## config.mk

```make
export PLATFORM = sky130hd
export DESIGN_NAME = afe_spi_master
export DESIGN_NICKNAME = d
export VERILOG_FILES = /design/src/rtl/afe_spi_pkg.sv /design/src/rtl/afe_spi_tick.sv /design/src/rtl/afe_spi_master.sv
export SDC_FILE = /design/constraint.sdc
export NUM_CORES = 1
export LEC_CHECK = 0
export CAP_MARGIN = 20
export CELL_PAD_IN_SITES_DETAIL_PLACEMENT = 1
export CELL_PAD_IN_SITES_GLOBAL_PLACEMENT = 1
export CORE_MARGIN = 2
export CORE_UTILIZATION = 30
export CTS_CLUSTER_SIZE = 16
export DETAILED_ROUTE_END_ITERATION = 10
export PLACE_DENSITY = 0.6
export SYNTH_ARGS = -nofsm -noshare
export SYNTH_HDL_FRONTEND = slang
export SYNTH_SLANG_ARGS = --single-unit
```

## constraint.sdc

```tcl
create_clock -name clk_i -period 2.4 [get_ports clk_i]
set_input_delay 0.6 -clock clk_i [delete_from_list [all_inputs] [get_ports clk_i]]
set_output_delay 0.6 -clock clk_i [all_outputs]
set_load 0.01 [all_outputs]
```

## src/rtl/afe_spi_pkg.sv

```systemverilog
// Shared definitions for the AFE SPI initiator: FSM encoding, default
// frame/timing constants and the SPI mode agreed with the AFE firmware.
package afe_spi_pkg;

  typedef enum logic [1:0] {
    StIdle,
    StSetup,
    StShift,
    StHold
  } afe_spi_state_e;

  localparam int unsigned DefDataW    = 8;
  localparam int unsigned DefClkDiv   = 2;
  localparam int unsigned DefCsSetup  = 2;
  localparam int unsigned DefCsHold   = 2;
  localparam logic        DefIdleMosi = 1'b1;

  // CPOL=0, CPHA=0; mirrors the mode field in the AFE firmware register map.
  localparam logic [1:0]  SpiMode     = 2'b00;

  function automatic int unsigned max_u(input int unsigned a, input int unsigned b);
    return (a > b) ? a : b;
  endfunction

endpackage

```

## src/rtl/afe_spi_tick.sv

```systemverilog
// Half-period timer: one-cycle tick every ClkDiv enabled cycles, restartable.
module afe_spi_tick #(
  parameter int unsigned CLK_DIV = 2
) (
  input  logic clk_i,
  input  logic rst_ni,
  input  logic clr_i,
  input  logic en_i,
  output logic tick_o
);

  localparam int unsigned CntW = $clog2(CLK_DIV + 1);
  localparam logic [CntW-1:0] CntLast = CntW'(CLK_DIV - 1);

  logic [CntW-1:0] cnt_q, cnt_d;

  // Tick on the last count of each half-period while enabled.
  always_comb begin
    tick_o = en_i && (cnt_q == CntLast);
    cnt_d  = cnt_q;
    if (clr_i) begin
      cnt_d = '0;
    end else if (en_i) begin
      cnt_d = tick_o ? '0 : cnt_q + 1'b1;
    end
  end

  // Counter register.
  always_ff @(posedge clk_i or negedge rst_ni) begin
    if (!rst_ni) begin
      cnt_q <= '0;
    end else begin
      cnt_q <= cnt_d;
    end
  end

endmodule

```

## src/rtl/afe_spi_master.sv

```systemverilog
// SPI mode-0 initiator for the AFE CPLD slave port: one full-duplex
// DATA_W-bit frame per accepted start, MSB first, all outputs registered.
module afe_spi_master
  import afe_spi_pkg::*;
#(
  parameter int unsigned DATA_W    = DefDataW,
  parameter int unsigned CLK_DIV   = DefClkDiv,
  parameter int unsigned CS_SETUP  = DefCsSetup,
  parameter int unsigned CS_HOLD   = DefCsHold,
  parameter logic        IDLE_MOSI = DefIdleMosi
) (
  input  logic              clk_i,
  input  logic              rst_ni,
  input  logic              start_i,
  input  logic [DATA_W-1:0] tx_data_i,
  output logic              busy_o,
  output logic              done_o,
  output logic [DATA_W-1:0] rx_data_o,
  output logic              cs_b_o,
  output logic              sclk_o,
  output logic              mosi_o,
  input  logic              miso_i
);

  localparam int unsigned ShW  = $clog2(max_u(CS_SETUP, CS_HOLD) + 1);
  localparam int unsigned BitW = $clog2(DATA_W + 1);

  localparam logic [ShW-1:0]  SetupLast = ShW'(CS_SETUP - 1);
  localparam logic [ShW-1:0]  HoldLast  = ShW'(CS_HOLD - 1);
  localparam logic [BitW-1:0] BitLast   = BitW'(DATA_W - 1);

  afe_spi_state_e    state_q, state_d;
  logic [ShW-1:0]    sh_cnt_q, sh_cnt_d;
  logic [BitW-1:0]   bit_cnt_q, bit_cnt_d;
  logic [DATA_W-1:0] tx_sr_q, tx_sr_d;
  logic [DATA_W-1:0] rx_sr_q, rx_sr_d;
  logic [DATA_W-1:0] rx_data_q, rx_data_d;
  logic              cs_b_q, cs_b_d;
  logic              sclk_q, sclk_d;
  logic              mosi_q, mosi_d;
  logic              busy_q, busy_d;
  logic              done_q, done_d;
  logic              miso_q;
  logic              tick;
  logic              tick_clr;

  afe_spi_tick #(
    .CLK_DIV (CLK_DIV)
  ) u_tick (
    .clk_i  (clk_i),
    .rst_ni (rst_ni),
    .clr_i  (tick_clr),
    .en_i   (state_q == StShift),
    .tick_o (tick)
  );

  // Frame sequencing: next state and next registered outputs.
  always_comb begin
    state_d   = state_q;
    sh_cnt_d  = sh_cnt_q;
    bit_cnt_d = bit_cnt_q;
    tx_sr_d   = tx_sr_q;
    rx_sr_d   = rx_sr_q;
    rx_data_d = rx_data_q;
    cs_b_d    = cs_b_q;
    sclk_d    = sclk_q;
    mosi_d    = mosi_q;
    busy_d    = busy_q;
    done_d    = 1'b0;
    tick_clr  = 1'b0;

    unique case (state_q)
      StIdle: begin
        if (start_i) begin
          state_d   = StSetup;
          tx_sr_d   = tx_data_i;
          mosi_d    = tx_data_i[DATA_W-1];
          cs_b_d    = 1'b0;
          busy_d    = 1'b1;
          sh_cnt_d  = '0;
          bit_cnt_d = '0;
          rx_sr_d   = '0;
        end
      end
      StSetup: begin
        if (sh_cnt_q == SetupLast) begin
          state_d  = StShift;
          tick_clr = 1'b1;
        end else begin
          sh_cnt_d = sh_cnt_q + 1'b1;
        end
      end
      StShift: begin
        if (tick) begin
          if (!sclk_q) begin
            // Rising edge: sample the registered MISO.
            sclk_d  = 1'b1;
            rx_sr_d = {rx_sr_q[DATA_W-2:0], miso_q};
          end else begin
            sclk_d = 1'b0;
            if (bit_cnt_q == BitLast) begin
              // Last falling edge: MOSI keeps the final bit through hold.
              state_d  = StHold;
              sh_cnt_d = '0;
            end else begin
              bit_cnt_d = bit_cnt_q + 1'b1;
              tx_sr_d   = {tx_sr_q[DATA_W-2:0], 1'b0};
              mosi_d    = tx_sr_q[DATA_W-2];
            end
          end
        end
      end
      StHold: begin
        if (sh_cnt_q == HoldLast) begin
          state_d   = StIdle;
          cs_b_d    = 1'b1;
          mosi_d    = IDLE_MOSI;
          busy_d    = 1'b0;
          done_d    = 1'b1;
          rx_data_d = rx_sr_q;
        end else begin
          sh_cnt_d = sh_cnt_q + 1'b1;
        end
      end
      default: state_d = StIdle;
    endcase
  end

  // State and output registers; reset aborts any frame in progress.
  always_ff @(posedge clk_i or negedge rst_ni) begin
    if (!rst_ni) begin
      state_q   <= StIdle;
      sh_cnt_q  <= '0;
      bit_cnt_q <= '0;
      tx_sr_q   <= '0;
      rx_sr_q   <= '0;
      rx_data_q <= '0;
      cs_b_q    <= 1'b1;
      sclk_q    <= 1'b0;
      mosi_q    <= IDLE_MOSI;
      busy_q    <= 1'b0;
      done_q    <= 1'b0;
      miso_q    <= 1'b0;
    end else begin
      state_q   <= state_d;
      sh_cnt_q  <= sh_cnt_d;
      bit_cnt_q <= bit_cnt_d;
      tx_sr_q   <= tx_sr_d;
      rx_sr_q   <= rx_sr_d;
      rx_data_q <= rx_data_d;
      cs_b_q    <= cs_b_d;
      sclk_q    <= sclk_d;
      mosi_q    <= mosi_d;
      busy_q    <= busy_d;
      done_q    <= done_d;
      miso_q    <= miso_i;
    end
  end

  assign busy_o    = busy_q;
  assign done_o    = done_q;
  assign rx_data_o = rx_data_q;
  assign cs_b_o    = cs_b_q;
  assign sclk_o    = sclk_q;
  assign mosi_o    = mosi_q;

endmodule

```

==> qor.csv, run 1 <==
stage;metric;value;unit
floorplanning;die_h;83.33;microns
pwr;powerDensity;1216;mW/mm^2
critical_path;path_cells;inv_1, ha_1, and3_1, o21ai_2, mux2_2;
grt;antenna_found_initial;0;
pwr;p_seq_share;36.1;%
critical_path;critPathRequiredTime;2.57;ns
critical_path;setup.worst_path.start_class;register;
clocking;clock_path_buffers;2;
clocking;clk_pin_slew;0.08;ns
pwr;p_total;2.811;mW
yosys;synth_compound_area_share;11.99;%
critical_path;crit_buf_inv;1;
yosys;synth_seq_cells;39;
critical_path;cp.arrival;2.22;ns
detailed_routing;dr.pass1.iters;2;
critical_path;crit_path_start;state_q[0];
yosys;synth_fa_ha_area_share;5.302;%
yosys;async_flop_share;100.0;%
pwr;swShare;38.14;%
yosys;yosys_warnings;0;
yosys;avgSynthCellArea;11.44;sq um
layout;diodes;0;
clocking;clk_latency;0.29;ns
detailed_routing;viasPerCell;4.886;
detailed_routing;drc;0;
detailed_routing;wirelength;3.990;mm
yosys;muxShareOfSynthArea;14.71;%
layout;drive_above_1_share;21.43;%
outcome;status;completed;
layout;final_util;38.58;%
sta;setup_viol;0;
yosys;synth_top_family_by_area;multiplexers;
sta;final-max-slew-violation-count;0;
layout;syn2layout_area_growth;22.40;%
clocking;ctsHoldBuffers;0;
pwr;intPower;1.739;mW
critical_path;crit_type;reg2reg;
sta;period_needed;2.051;ns
pwr;leakagePower;1.049;nW
clocking;post-cts-setup-buffer-count;0;
sta;finalSetupTns;0;ns
sta;relSlewSlack;63.59;%
detailed_routing;drtIter0Drc;19;
placement;post-place-ws;0.1260;ns
sta;fin_worst_skew;0.01326;ns
grt;grt_pass1_vias;1424;
layout;stdcell_count;271;
sta;hold_viol_final;0;
floorplanning;dieWidth;83.33;microns
grt;grt_pass1_wl;6.900;mm
critical_path;r2r_start;state_q[0];
sta;rsz0062_at_grt;no;
clocking;cts.sinks;39;
critical_path;crit_slowest_cell;o21ai_2;
critical_path;cp_slowest_stage_delay;0.47;ns
clocking;cts_root_buf;clkbuf_8;
grt;grt_max_degree;21;
clocking;h-tree-depth;2;
floorplanning;die-area;0.006944;sq mm
grt;grt_overflow;0;
yosys;synthFlopType;dfrtp_1;
critical_path;crit_fanout;11;
floorplanning;ios;25;
sta;worst_pin_slew;0.5462;ns
yosys;seq_area_frac_synth;51.82;%
yosys;ys_types;42;
clocking;cts-resized-gates;0;
yosys;synth_xor_area_share;1.392;%
sta;fin_ws;0.3488;ns
placement;dp_hpwl;3.015;mm
yosys;syn_area;0.001888;sq mm
sta;fmax;487.5;MHz
critical_path;critPathCaptureType;register;
detailed_routing;ant_nets;0;
clocking;cts_made_buffers;5;
pwr;combPwrFrac;47.4;%
placement;dp.cells;263;
yosys;synth-edff-count;0;
floorplanning;core_area;0.005991;sq mm
pwr;ir_drop;0.4246;mV
pwr;power_switching;1.072;mW
min_path;min_path_type;in2async;
layout;layout.nets;215;
detailed_routing;vias;1324;
critical_path;critical-path-top-delay-family;compound AO/OA/AOI/OAI gates;
sta;finalCritPeriodShare;85.47;%
layout;nFillCells;663;
floorplanning;row_count;28;
placement;numPortBuffers;24;
yosys;yosys.area_share.simple;12.13;%
yosys;syn_nets;185;
detailed_routing;routedWlPerCell;14.72;microns
grt;grt_use_total;12.43;%
flow_run;maxCapViolations;0;
placement;gp_congestion;0.7266;
clocking;cts_tree;done;
floorplanning;start_util;31.52;%
pwr;power.share.clock;16.5;%
yosys;postSynthCellCount;165;
Yosys cell counts (2+ instances only):
cell       n  share of area [%]
nand3_1    2               0.53
dfrtp_1   37                 49
ha_1       8                5.3
a21o_1     2               0.79
a22o_1     2               0.93
nor2_1    10                2.0
o21ai_0    3               0.79
xnor2_1    2               0.93
and3_1     2               0.66
a211oi_1   2               0.79
a21oi_1    5                1.3
nand2_1   19                3.8
inv_1      4               0.79
dfstp_2    2                2.8
nor2b_1    5                1.7
clkbuf_1   2               0.40
a31oi_1    3               0.99
mux2i_1    3                1.6
o21ai_2    3                1.4
o21ai_1    6                1.6
mux2_2    22                 13
cell usage in the layout (no fill, tap or decap), types with 3 or more instances in the layout:
| cell | instances |
|---|---|
| nor2b_1 | 5 |
| a31oi_1 | 3 |
| inv_1 | 4 |
| o21ai_1 | 6 |
| a21oi_1 | 5 |
| o21ai_0 | 3 |
| nor2_1 | 10 |
| buf_4 | 5 |
| ha_1 | 8 |
| clkdlybuf4s50_1 | 23 |
| mux2_2 | 22 |
| nand2_1 | 19 |
| mux2i_1 | 3 |
| o21ai_2 | 3 |
| clkbuf_8 | 6 |
| dfrtp_1 | 37 |
layout make-up:
class	instances	area (sq um)	area share (%)
flip-flops and latches	39	978.4	42.34
multi-input cells	116	859.6	37.20
repair buffers	29	272.8	11.80
well taps	75	93.84	4.061
clock buffers	7	86.33	3.736
inverters	4	15.01	0.6497
clock inverters	1	5.005	0.2166
final timing paths:
kind / end / slack [ns] / cells past startpoint
max: tx_sr_q[0] / 0.35 / 5
min: tx_sr_q[4] / 0.25 / 1
max reg2reg: tx_sr_q[0] / 0.35 / 5
min reg2reg: sh_cnt_q[0] / 0.48 / 1
max in group asynchronous: cs_b_o / 1.57 / 2
min in group clk_i: sh_cnt_q[0] / 0.48 / 1
power by group through the flow:
| stage | registers, mW | logic, mW | clock network, mW |
|---|---|---|---|
| after floorplan | 1.02 | 0.957 | 0 |
| after global placement | 1.01 | 1.29 | 0 |
| after detailed placement | 1.03 | 1.35 | 0 |
| after CTS | 1.02 | 1.36 | 0.480 |
| after global routing | 1.05 | 1.49 | 0.501 |
| final | 1.01 | 1.33 | 0.463 |
routing by layer:
metal,wire (microns),global-route usage [%],up-vias,part of all wire (%)
met5,0,0,-,0
met4,38,4.024,0,0.95
met3,98,2.982,6,2.5
met2,2041,20.97,14,51
met1,1813,15.64,662,45
li1,-,-,642,-
logic make-up after synthesis:
kind of cell             count (synthesis)
AND/OR/NAND/NOR                         47
flip-flops                              39
AO/OA/AOI/OAI                           33
multiplexers                            25
buffers and inverters                   10
adder cells (fa/ha/maj)                  8
XOR/XNOR                                 3
stage by stage:
step | hold WS [ns] | cell area (sq um)
after floorplan | 0.3044 | 1888
final | 0.2493 | 2311
after CTS | 0.2626 | 2311
after global placement | 0.4691 | 2220
after global routing | 0.2733 | 2311
after detailed placement | 0.4762 | 2220
sequential cells by signal (all words and copies together) (netlist names), 2 cells and up:
signal and cells:
sh_cnt_q 2, tx_sr_q 7, bit_cnt_q 4, state_q 2
u_tick.cnt_q 2, rx_data_o 8, rx_sr_q 8
Power figures use the tool's default switching activity.
==> run 2, diff against run 1 <==
--- a/config.mk
+++ b/config.mk
@@ -8,6 +8,7 @@
 export CAP_MARGIN = 20
 export CELL_PAD_IN_SITES_DETAIL_PLACEMENT = 1
 export CELL_PAD_IN_SITES_GLOBAL_PLACEMENT = 1
+export CORE_ASPECT_RATIO = 0.75
 export CORE_MARGIN = 2
 export CORE_UTILIZATION = 30
 export CTS_CLUSTER_SIZE = 16
==> run 2 against run 1 <==
Net effect:
- first-iteration DRC count grew 32%
- utilization grew 0.31 points
- wire length grew 4.3%
- cell area is essentially flat
- via count grew 1.1%
- total power grew 1.1%
- sequential power is essentially flat
- worst hold slack lost 0.019 ns
- global-route usage grew 1.1 points
- register-to-register slack lost 0.07 ns
==> qor.csv, run 2 (synthesis results as in run 1) <==
stage;metric;value;unit;change
critical_path;setup.worst_path.start_class;register;;
pwr;powerDensity;1229;mW/mm^2;+1.0%
clocking;clk_latency;0.29;ns;about the same
clocking;cts-resized-gates;0;;unchanged
detailed_routing;dr.pass1.iters;4;;+2
critical_path;crit_type;reg2reg;;
grt;grt_overflow;0;;unchanged
layout;syn2layout_area_growth;22.47;%;about the same
layout;regArea;978.4;sq um;unchanged
layout;multi_input_area;859.6;sq um;unchanged
critical_path;r2r-end;tx_sr_q[4];;
critical_path;rrSetupSlack;0.28;ns;-0.07 ns
layout;layout.nets;213;;-0.93%
pwr;swShare;38.14;%;about the same
clocking;cts_made_buffers;5;;unchanged
min_path;min_path_type;in2async;;
critical_path;crit_fanout;11;;unchanged
critical_path;critPathRequiredTime;2.58;ns;about the same
clocking;ctsHoldBuffers;0;;unchanged
sta;worst_pin_slew;0.5635;ns;+0.01736 ns
floorplanning;dieWidth;95.61;microns;+15%
placement;dp_hpwl;3.103;mm;+2.9%
detailed_routing;drtIter0Drc;25;;+6
detailed_routing;wirelength;4.160;mm;+4.3%
placement;post-place-ws;0.1015;ns;-0.02446 ns
sta;finalCritPeriodShare;88.31;%;+2.8 points
sta;rsz0062_at_grt;no;;
sta;final-max-slew-violation-count;0;;unchanged
layout;final_cell_mix;dfrtp_1, clkdlybuf4s50_1, mux2_2;;
clocking;post-cts-setup-buffer-count;0;;unchanged
sta;fin_worst_skew;0.004900;ns;-0.008361 ns
sta;hold_viol_final;0;;unchanged
pwr;leakagePower;1.041;nW;-0.73%
grt;grt_max_degree;23;;+9.5%
sta;setup_viol;0;;unchanged
clocking;h-tree-depth;2;;unchanged
placement;numPortBuffers;24;;unchanged
pwr;p_seq_share;35.8;%;-0.3 points
critical_path;r2r.worst_path.cells;5;;unchanged
sta;fin_ws;0.2807;ns;-0.06815 ns
critical_path;critPathCaptureType;register;;
floorplanning;row_count;24;;-14%
sta;period_needed;2.119;ns;+0.06815 ns
clocking;cts.sinks;39;;unchanged
sta;finalSetupTns;0;ns;unchanged
detailed_routing;routedWlPerCell;15.29;microns;+3.9%
sta;fmax;471.8;MHz;-3.2%
floorplanning;start_util;31.76;%;+0.24 points
detailed_routing;viasPerCell;4.923;;+0.76%
floorplanning;ios;25;;unchanged
layout;nFillCells;651;;-1.8%
pwr;power.share.clock;17.3;%;+0.8 points
pwr;ir_drop;0.3521;mV;-17%
critical_path;cp.arrival;2.30;ns;+0.08 ns
critical_path;r2r_start;state_q[0];;
layout;final_common_cell;dfrtp_1;;
pwr;intPower;1.757;mW;+1.1%
outcome;status;completed;;
layout;drive_above_1_share;21.13;%;-0.29 points
flow_run;maxCapViolations;0;;unchanged
clocking;cts_tree;done;;
clocking;clock_path_buffers;2;;unchanged
clocking;clk_pin_slew;0.08;ns;about the same
detailed_routing;drc;0;;unchanged
pwr;power_switching;1.084;mW;+1.1%
floorplanning;die-area;0.006951;sq mm;+0.10%
layout;diodes;0;;unchanged
grt;grt_pass1_vias;1430;;+0.42%
placement;gp_congestion;0.7894;;+8.6%
grt;grt_use_total;13.54;%;+1.1 points
detailed_routing;ant_nets;0;;unchanged
sta;relSlewSlack;62.43;%;-1.2 points
clocking;cts_root_buf;clkbuf_8;;
pwr;combPwrFrac;46.9;%;-0.5 points
grt;grt_pass1_wl;6.996;mm;+1.4%
grt;antenna_found_initial;0;;unchanged
floorplanning;die_h;72.71;microns;-13%
detailed_routing;vias;1339;;+1.1%
floorplanning;core_area;0.005946;sq mm;-0.75%
run 2: cell types whose count changed in the layout (fill, tap and decap cells not counted), sizes merged:
cell	change
buf	-2
clkinv	-1
clkinvlp	+1
run 2: how the worst max path moves through the flow:
stage	from	to	slack, ns
floorplan	state_q[0]	tx_sr_q[2]	0.55
detailed placement	start_i	tx_sr_q[1]	0.10
finish	state_q[0]	tx_sr_q[4]	0.28
CTS	state_q[0]	tx_sr_q[1]	0.27
global placement	start_i	tx_sr_q[1]	0.15
global route	state_q[0]	tx_sr_q[4]	0.18
run 2: critical path: stages (launching register included):
cell     delay (ns)
dfrtp_1        0.43
inv_1          0.11
ha_1           0.33
and3_1         0.25
o21ai_2        0.49
mux2_2         0.40
run 2: power by group through the flow:
stage	registers (mW)	logic, mW	clock network [mW]
final	1.02	1.33	0.491
after global routing	1.05	1.47	0.545
after CTS	1.02	1.35	0.508
after detailed placement	1.03	1.34	0
after global placement	1.01	1.28	0
after floorplan	1.02	0.957	0
run 2: layout make-up:
| cell class | count | area share [%] |
|---|---|---|
| sequential | 39 | 42.32 |
| multi-input combinational | 116 | 37.18 |
| timing repair buffer | 27 | 11.15 |
| tap | 78 | 4.221 |
| clock buffer | 7 | 4.167 |
| inverter | 4 | 0.6493 |
| clock inverter | 1 | 0.3247 |
run 2: routing by layer:
layer	vias up	wire [microns]	GRT usage, %	part of all wire [%]
li1	639	-	-	-
met1	677	1985	17.39	48
met2	19	2002	21.60	48
met3	4	105	3.099	2.5
met4	0	68	6.667	1.6
met5	-	0	0	0
run 2: per-stage QoR:
stage | hold WS (ns) | util [%] | cells | cell area [sq um] | total power, mW
6_report | 0.2308 | 38.89 | 272 | 2312 | 2.841
5_1_grt | 0.2516 | 38.89 | 272 | 2312 | 3.064
4_1_cts | 0.2460 | 38.89 | 272 | 2312 | 2.876
3_5_place_dp | 0.4782 | 37.14 | 264 | 2208 | 2.375
3_3_place_gp | 0.4692 | 37.14 | 264 | 2208 | 2.295
2_1_floorplan | 0.3044 | - | 165 | 1888 | 1.975
==> run 3, diff against run 2 <==
--- a/config.mk
+++ b/config.mk
@@ -11,9 +11,11 @@
 export CORE_ASPECT_RATIO = 0.75
 export CORE_MARGIN = 2
 export CORE_UTILIZATION = 30
+export CTS_CLUSTER_DIAMETER = 30
 export CTS_CLUSTER_SIZE = 16
 export DETAILED_ROUTE_END_ITERATION = 10
 export PLACE_DENSITY = 0.6
+export RECOVER_POWER = 25
 export SYNTH_ARGS = -nofsm -noshare
 export SYNTH_HDL_FRONTEND = slang
 export SYNTH_SLANG_ARGS = --single-unit
==> run 3 against run 2 <==
Net effect:
- worst setup slack unchanged
- count of clock-buffer cells in the layout unchanged
- combinational power about the same
- flip-flop and latch count unchanged
- cell count unchanged
- worst hold slack better by 0.21 ns
- maximum frequency unchanged
- global-route usage unchanged
==> qor.csv, run 3 (synthesis results as in run 1) <==
stage;metric;value;unit;change
critical_path;crit_slowest_cell;o21ai_2;;
clocking;h-tree-depth;2;;unchanged
clocking;cts_made_buffers;5;;unchanged
pwr;power.share.clock;17.3;%;about the same
detailed_routing;wirelength;4.159;mm;about the same
clocking;cts_root_buf;clkbuf_8;;
sta;period_needed;2.119;ns;unchanged
sta;setup_viol;0;;unchanged
clocking;cts_tree;done;;
pwr;p_seq_share;35.8;%;about the same
placement;dp.cells;264;;unchanged
layout;layout.nets;213;;unchanged
detailed_routing;drc;0;;unchanged
layout;final_util;38.83;%;-0.063 points
critical_path;setup.worst_path.start_class;register;;
layout;final_cell_mix;dfrtp_1, mux2_2, clkdlybuf4s50_1;;
pwr;ir_drop;0.3506;mV;-0.41%
clocking;clock_path_buffers;2;;unchanged
clocking;post-cts-setup-buffer-count;0;;unchanged
detailed_routing;drtIter0Drc;25;;unchanged
floorplanning;dieWidth;95.61;microns;unchanged
sta;hold_viol_final;0;;unchanged
critical_path;path_cells;inv_1, ha_1, and3_1, o21ai_2, mux2_2;;
clocking;clk_pin_slew;0.08;ns;about the same
critical_path;critPathRequiredTime;2.58;ns;about the same
grt;grt_use_total;13.54;%;unchanged
detailed_routing;routedWlPerCell;15.29;microns;about the same
sta;finalCritPeriodShare;88.31;%;unchanged
flow_run;maxCapViolations;0;;unchanged
sta;worst_pin_slew;0.9937;ns;+0.4301 ns
placement;dp_hpwl;3.103;mm;unchanged
sta;fmax;471.8;MHz;unchanged
grt;antenna_found_initial;0;;unchanged
layout;final_common_cell;dfrtp_1;;
clocking;cts.sinks;39;;unchanged
sta;fin_worst_skew;0.004900;ns;+0.0000001700 ns
floorplanning;row_count;24;;unchanged
placement;gp_congestion;0.7894;;unchanged
layout;drive_above_1_share;20.62;%;-0.52 points
floorplanning;start_util;31.76;%;unchanged
critical_path;cp_slowest_stage_delay;0.49;ns;about the same
critical_path;cp.arrival;2.30;ns;about the same
floorplanning;ios;25;;unchanged
floorplanning;die_h;72.71;microns;unchanged
clocking;ctsHoldBuffers;0;;unchanged
placement;numPortBuffers;24;;unchanged
pwr;combPwrFrac;46.9;%;about the same
clocking;clk_latency;0.29;ns;about the same
pwr;intPower;1.756;mW;about the same
pwr;leakagePower;1.038;nW;-0.30%
sta;rsz0062_at_grt;no;;
critical_path;critPathCaptureType;register;;
detailed_routing;dr.pass1.iters;4;;unchanged
floorplanning;die-area;0.006951;sq mm;unchanged
sta;finalSetupTns;0;ns;unchanged
layout;stdcell_count;272;;unchanged
pwr;power_switching;1.084;mW;about the same
layout;diodes;0;;unchanged
pwr;powerDensity;1230;mW/mm^2;+0.12%
detailed_routing;vias;1339;;unchanged
grt;grt_pass1_wl;6.996;mm;unchanged
layout;syn2layout_area_growth;22.27;%;
detailed_routing;ant_nets;0;;unchanged
outcome;status;completed;;
critical_path;crit_fanout;11;;unchanged
grt;grt_pass1_vias;1430;;unchanged
sta;relSlewSlack;33.76;%;-29 points
floorplanning;core_area;0.005946;sq mm;unchanged
critical_path;crit_buf_inv;1;;unchanged
detailed_routing;viasPerCell;4.923;;unchanged
clocking;cts-resized-gates;0;;unchanged
min_path;min_path_type;in2async;;
critical_path;critical-path-top-delay-family;compound AO/OA/AOI/OAI gates;;
pwr;swShare;38.16;%;about the same
sta;final-max-slew-violation-count;0;;unchanged
grt;grt_max_degree;23;;unchanged
grt;grt_overflow;0;;unchanged
critical_path;crit_type;reg2reg;;
[run 3: per-stage QoR]
step	cell area [sq um]	setup slack, ns	total power [mW]	hold WS, ns
detailed placement	2208	0.1015	2.375	0.4782
global placement	2208	0.1528	2.295	0.4692
global route	2308	0.1837	3.063	0.5249
floorplan	1888	0.5548	1.975	0.3044
CTS	2312	0.2716	2.876	0.2460
finish	2308	0.2807	2.840	0.4446
[run 3: metal layers]
metal,global-route usage (%),vias to the layer above,part of all wire (%)
met5,0,-,0
met4,6.667,0,1.6
met3,3.099,4,2.5
met2,21.60,19,48
met1,17.39,677,48
li1,-,639,-
[run 3: area by class of cell]
type	count	area, sq um
fill	652	3637
inverter	4	15.01
timing repair buffer	27	254.0
multi-input combinational	116	859.6
clock buffer	7	96.34
clock inverter	1	7.507
sequential	39	978.4
tap	78	97.59
[run 3: final timing paths]
check                                 start          end  slack, ns  depth (start not counted)
worst max-delay path             state_q[0]   tx_sr_q[4]       0.28                          5
worst min-delay path                 rst_ni   tx_sr_q[0]       0.44                          1
worst max register to register   state_q[0]   tx_sr_q[4]       0.28                          5
worst min register to register  sh_cnt_q[0]  sh_cnt_q[0]       0.48                          1
max in group asynchronous            rst_ni       done_o       0.85                          2
min in group clk_i              sh_cnt_q[0]  sh_cnt_q[0]       0.48                          1
[run 3: power by group through the flow]
stage | Combinational, mW | Clock [mW] | Sequential (mW)
floorplan | 0.957 | 0 | 1.02
global placement | 1.28 | 0 | 1.01
detailed placement | 1.34 | 0 | 1.03
CTS | 1.35 | 0.508 | 1.02
global route | 1.47 | 0.545 | 1.05
finish | 1.33 | 0.491 | 1.02
